$ cat src/rtl/bpu_pkg.sv
// Shared types for the branch predict unit: counter encoding and table entry layout.
package bpu_pkg;
  typedef logic [1:0] ctr_t;

  localparam ctr_t CTR_SNT = 2'd0;
  localparam ctr_t CTR_WNT = 2'd1;
  localparam ctr_t CTR_WT  = 2'd2;
  localparam ctr_t CTR_ST  = 2'd3;

  // Tag and target are held zero-extended so one entry type serves every PC_W/IDX_W.
  typedef struct packed {
    logic        valid;
    logic [31:0] tag;
    ctr_t        ctr;
    logic [31:0] target;
  } bpu_entry_t;

  function automatic ctr_t ctr_step(input ctr_t c, input logic up);
    if (up) return (c == CTR_ST)  ? CTR_ST  : ctr_t'(c + 2'd1);
    else    return (c == CTR_SNT) ? CTR_SNT : ctr_t'(c - 2'd1);
  endfunction
endpackage

$ cat src/rtl/bpu_table.sv
// Direct-mapped predictor storage: one combinational read port, one read-modify-write
// update port keyed by the resolving instruction, asynchronous reset.
module bpu_table
  import bpu_pkg::*;
#(
  parameter int IDX_W = 4
) (
  input  logic             clk,
  input  logic             reset_n,
  input  logic [IDX_W-1:0] rd_idx,
  output bpu_entry_t       rd_entry,
  input  logic [IDX_W-1:0] wr_idx,
  input  logic [31:0]      wr_tag,
  input  logic [31:0]      wr_target,
  input  logic             upd_en,
  input  logic             upd_taken,
  input  logic             upd_jump,
  input  logic             inv_en
);
  localparam int DEPTH = 1 << IDX_W;

  bpu_entry_t mem [DEPTH];
  bpu_entry_t cur, nxt;
  logic       wr_en, hit;

  assign rd_entry = mem[rd_idx];
  assign cur      = mem[wr_idx];

  always_comb begin
    nxt   = cur;
    wr_en = 1'b0;
    hit   = cur.valid && (cur.tag == wr_tag);
    if (upd_en) begin
      if (hit) begin
        wr_en   = 1'b1;
        nxt.ctr = upd_jump ? CTR_ST : ctr_step(cur.ctr, upd_taken);
        if (upd_taken) nxt.target = wr_target;
      end else if (upd_taken) begin
        wr_en = 1'b1;
        nxt   = '{valid: 1'b1, tag: wr_tag, ctr: (upd_jump ? CTR_ST : CTR_WT), target: wr_target};
      end
    end else if (inv_en && hit) begin
      // non-control instruction aliased onto a live entry: drop it
      wr_en     = 1'b1;
      nxt.valid = 1'b0;
    end
  end

  always_ff @(posedge clk or negedge reset_n) begin
    if (!reset_n) begin
      for (int i = 0; i < DEPTH; i++)
        mem[i] <= '{valid: 1'b0, tag: '0, ctr: CTR_WNT, target: '0};
    end else if (wr_en) begin
      mem[wr_idx] <= nxt;
    end
  end
endmodule

$ cat src/rtl/branch_predict_unit.sv
// Fetch-side branch prediction plus execute-side resolution and redirect.
// Define BPU_STATS_EN to add the resolved/mispredict counters and their ports.
module branch_predict_unit
  import bpu_pkg::*;
#(
  parameter int PC_W  = 9,
  parameter int IDX_W = 4
) (
  input  logic            clk,
  input  logic            reset_n,
  input  logic [PC_W-1:0] f_pc,
  output logic            f_pred_taken,
  output logic [31:0]     f_pred_target,
  input  logic            ex_valid,
  input  logic [PC_W-1:0] ex_pc,
  input  logic [31:0]     ex_imm,
  input  logic            ex_branch,
  input  logic            ex_jump,
  input  logic            ex_jalr,
  input  logic [31:0]     ex_alu_result,
  input  logic            ex_pred_taken,
  input  logic [31:0]     ex_pred_target,
  output logic [31:0]     ex_pc_four,
  output logic            redirect,
  output logic [31:0]     redirect_pc
`ifdef BPU_STATS_EN
  ,
  output logic [31:0]     stat_resolved,
  output logic [31:0]     stat_mispredict
`endif
);
  logic [IDX_W-1:0] f_idx, ex_idx;
  logic [31:0]      f_tag, ex_tag, target;
  logic             f_hit, is_ctl, res, taken, inv_en;
  logic             unused_pc_lsbs;
  bpu_entry_t       f_entry;

  assign f_idx          = f_pc[IDX_W+1:2];
  assign f_tag          = 32'(f_pc[PC_W-1:IDX_W+2]);
  assign ex_idx         = ex_pc[IDX_W+1:2];
  assign ex_tag         = 32'(ex_pc[PC_W-1:IDX_W+2]);
  assign unused_pc_lsbs = ^f_pc[1:0];

  assign f_hit         = f_entry.valid && (f_entry.tag == f_tag);
  assign f_pred_taken  = f_hit && f_entry.ctr[1];
  assign f_pred_target = f_hit ? f_entry.target : 32'd0;

  assign is_ctl     = ex_branch | ex_jump | ex_jalr;
  assign res        = ex_valid & is_ctl;
  assign inv_en     = ex_valid & ~is_ctl;
  assign taken      = ex_jump | ex_jalr | (ex_branch & ex_alu_result[0]);
  assign target     = ex_jalr ? {ex_alu_result[31:1], 1'b0} : 32'(ex_pc) + ex_imm;
  assign ex_pc_four = 32'(ex_pc) + 32'd4;

  // A valid non-control instruction predicted taken hit a stale alias and must fall through.
  assign redirect    = res ? ((taken != ex_pred_taken) || (taken && (target != ex_pred_target)))
                           : (ex_valid && ex_pred_taken);
  assign redirect_pc = taken ? target : ex_pc_four;

  bpu_table #(.IDX_W(IDX_W)) u_table (
    .clk       (clk),
    .reset_n   (reset_n),
    .rd_idx    (f_idx),
    .rd_entry  (f_entry),
    .wr_idx    (ex_idx),
    .wr_tag    (ex_tag),
    .wr_target (32'(target[PC_W-1:0])),
    .upd_en    (res),
    .upd_taken (taken),
    .upd_jump  (ex_jump | ex_jalr),
    .inv_en    (inv_en)
  );

`ifdef BPU_STATS_EN
  always_ff @(posedge clk or negedge reset_n) begin
    if (!reset_n) begin
      stat_resolved   <= '0;
      stat_mispredict <= '0;
    end else begin
      if (res)      stat_resolved   <= stat_resolved + 32'd1;
      if (redirect) stat_mispredict <= stat_mispredict + 32'd1;
    end
  end
`endif
endmodule

$ cat config.mk
export PLATFORM = sky130hd
export DESIGN_NAME = branch_predict_unit
export DESIGN_NICKNAME = d
export VERILOG_FILES = /design/src/rtl/bpu_pkg.sv /design/src/rtl/bpu_table.sv /design/src/rtl/branch_predict_unit.sv
export SDC_FILE = /design/constraint.sdc
export NUM_CORES = 2
export LEC_CHECK = 0
export BUFFER_PORTS_ARGS = -buffer_cell sky130_fd_sc_hd__clkbuf_2
export CORE_UTILIZATION = 50
export CTS_CLUSTER_SIZE = 30
export DETAILED_ROUTE_END_ITERATION = 10
export GPL_TIMING_DRIVEN = 0
export PLACE_DENSITY_LB_ADDON = 0.1
export SYNTH_ARGS = -nofsm -noshare
export SYNTH_HDL_FRONTEND = slang
export SYNTH_HIERARCHICAL = 1
export SYNTH_SLANG_ARGS = --single-unit
$ cat constraint.sdc
create_clock -name clk -period 7.3 [get_ports clk]
set_input_delay 0.73 -clock clk [delete_from_list [all_inputs] [get_ports clk]]
set_output_delay 0.73 -clock clk [all_outputs]
set_load 0.03 [all_outputs]
==> results.json <==
{
  "place_area_um2": 66300,
  "avgRoutedWirePerCell_um": 35.0,
  "cp.arrival_ns": 6.59,
  "areaGrowthSynthToFinish_pct": 12.9,
  "io_pins": 219,
  "cp-end-kind": "output port",
  "fin_nets": 4851,
  "die_w_um": 355,
  "dp_slack_ns": -1.42,
  "netlist_instances": 4249,
  "worst-r2r-cell-count": 12,
  "nFillCells": 10200,
  "finalCritPeriodShare": 1.00,
  "fin_hold_ws_ns": 0.0545,
  "avgSynthCellArea_um2": 14.7,
  "cap_violations": 0,
  "hold_class": "in2async",
  "drcViolationCount": 176,
  "worstReg2RegStart": "u_table/mem[116]",
  "final_layout_size_suffix_gt1_frac": 0.376,
  "place.port_buffers": 186,
  "cts-buffers-inserted": 118,
  "finalWirelength_mm": 226,
  "die_y_um": 355,
  "htree_levels": 3,
  "cts_tree": "done",
  "fmax_ghz": 0.137,
  "gp_congestion": 1.01,
  "largest_register_ffs": 1072,
  "via_per_inst": 6.74,
  "worst_setup_path_start_kind": "input pin",
  "overflow": 0,
  "max_slew_margin": 0.0805,
  "period_minus_slack_ns": 7.32,
  "num_vias": 43500,
  "hold_viol": 0,
  "grt_max_degree": 107,
  "firstDrtPassIters": 8,
  "finalPower_mw": 20.0,
  "path_class": "in2out",
  "ys_warn_count": 6,
  "syn-cell-area_um2": 62400,
  "crit-reg2reg-capture": "u_table/mem[785]",
  "setup_viol": 1,
  "drv_slew": 0,
  "die-area_um2": 126000,
  "worst_pin_slew_ns": 1.38,
  "first_global_vias": 43400,
  "rsz0062_at_grt": "false",
  "ir_worst_vdd_mv": 0.227,
  "path_max_fanout": 10,
  "violations": "design-rule violations, negative setup slack",
  "grt.total_usage": 0.362,
  "path_clk_slew_ns": 0.06,
  "top_regs": "u_table/mem (1072)",
  "core_area_um2": 124000,
  "drt_iter0_drc": 4835,
  "ff2ff_setup_slack_ns": 2.33,
  "start_util": 0.504,
  "num_rows": 129,
  "cts-root-buf": "clkbuf_16",
  "clock-sinks": 1072,
  "hpwl_mm": 155,
  "ant_nets": 0,
  "p_per_area_nw_per_um2": 283,
  "status": "finished with violations",
  "design_area_um2": 70500,
  "clkLatencyLatePin_ns": 0.78,
  "leakagePower_nw": 31.3,
  "top_register": "u_table/mem",
  "antenna_found_initial": 7,
  "grt_pass1_wl_mm": 324,
  "clockBufferDepth": 3,
  "fin_skew_ns": 0.0501,
  "setup_ws_ns": -0.0212,
  "required_ns": 6.57
}
## layer usage
metal,GRT usage,vias up,routed length [um]
met5,0,-,37
met3,0.103,476,24500
met1,0.511,23300,92800
met4,0.146,6,9660
met2,0.529,2446,99100
li1,-,17300,-
## cells in the final DEF (no fill, tap or decap), types with 38 or more instances in the layout
cell type,n
clkbuf_1,194
buf_4,63
mux2i_1,92
clkbuf_2,200
buf_2,63
mux2_2,512
xnor2_1,54
and2_1,44
conb_1,151
clkbuf_16,118
a21oi_1,47
o31ai_1,71
mux2_1,568
nand3_1,38
nand2_1,176
dfrtp_1,1056
xor2_1,46
mux4_2,618
nor2_1,77
buf_6,84
## layout make-up
class                           instances  area, um2  area share
Antenna cell                            9       22.5    0.000319
Clock inverter                         44        658     0.00933
Inverter                               38        143     0.00202
Buffer                                431       2650      0.0376
Timing Repair Buffer                  200       1270      0.0180
Sequential cell                      1072      26800       0.381
Clock buffer                          171       3400      0.0482
Tap cell                             1637       2050      0.0290
Multi-Input combinational cell       2858      33500       0.475
## power by group
group | switching (mW) | internal, mW
sequential | 1.06 | 7.40
clock | 2.60 | 3.66
combinational | 2.50 | 2.76
total | 6.17 | 13.8
## worst max path at each step
| stage | endpoint | startpoint | cells past startpoint |
|---|---|---|---|
| 2_1_floorplan | f_pred_target[10] | f_pc[2] | 10 |
| 3_3_place_gp | u_table/mem[856] | reset_n | 1 |
| 3_5_place_dp | f_pred_target[3] | f_pc[2] | 12 |
| 4_1_cts | f_pred_target[3] | f_pc[2] | 12 |
| 5_1_grt | f_pred_target[3] | f_pc[2] | 12 |
| 6_report | f_pred_target[3] | f_pc[3] | 12 |
## repair_timing
| action | in CTS | in global routing |
|---|---|---|
| setup buffers | 0 | 0 |
| endpoints found under the setup margin | 33 | 1 |
| gates resized for setup | 34 | 1 |
| gates cloned | 0 | 0 |
| hold buffers | 0 | 0 |
## stage by stage
| step | util | TNS, ns | instances |
|---|---|---|---|
| after floorplan | - | 0 | 4399 |
| after global placement | 0.533 | - | 6222 |
| after detailed placement | 0.536 | -38.29 | 6235 |
| after CTS | 0.569 | 0 | 6450 |
| after global routing | 0.569 | 0 | 6451 |
| final | 0.570 | -0.0212 | 6460 |
## worst max-delay path, stage by stage
cell and delay (ns):
clkbuf_2 0.43, clkbuf_2 0.58, clkbuf_1 1.02, mux4_2 0.42, mux4_2 0.48, nor4_1 0.86, nand4_1 0.29, nor3_4 0.53
buf_6 0.22, clkbuf_1 0.47, and2_1 0.27, clkbuf_2 0.23
No activity file was read; power rests on OpenSTA's default activity.
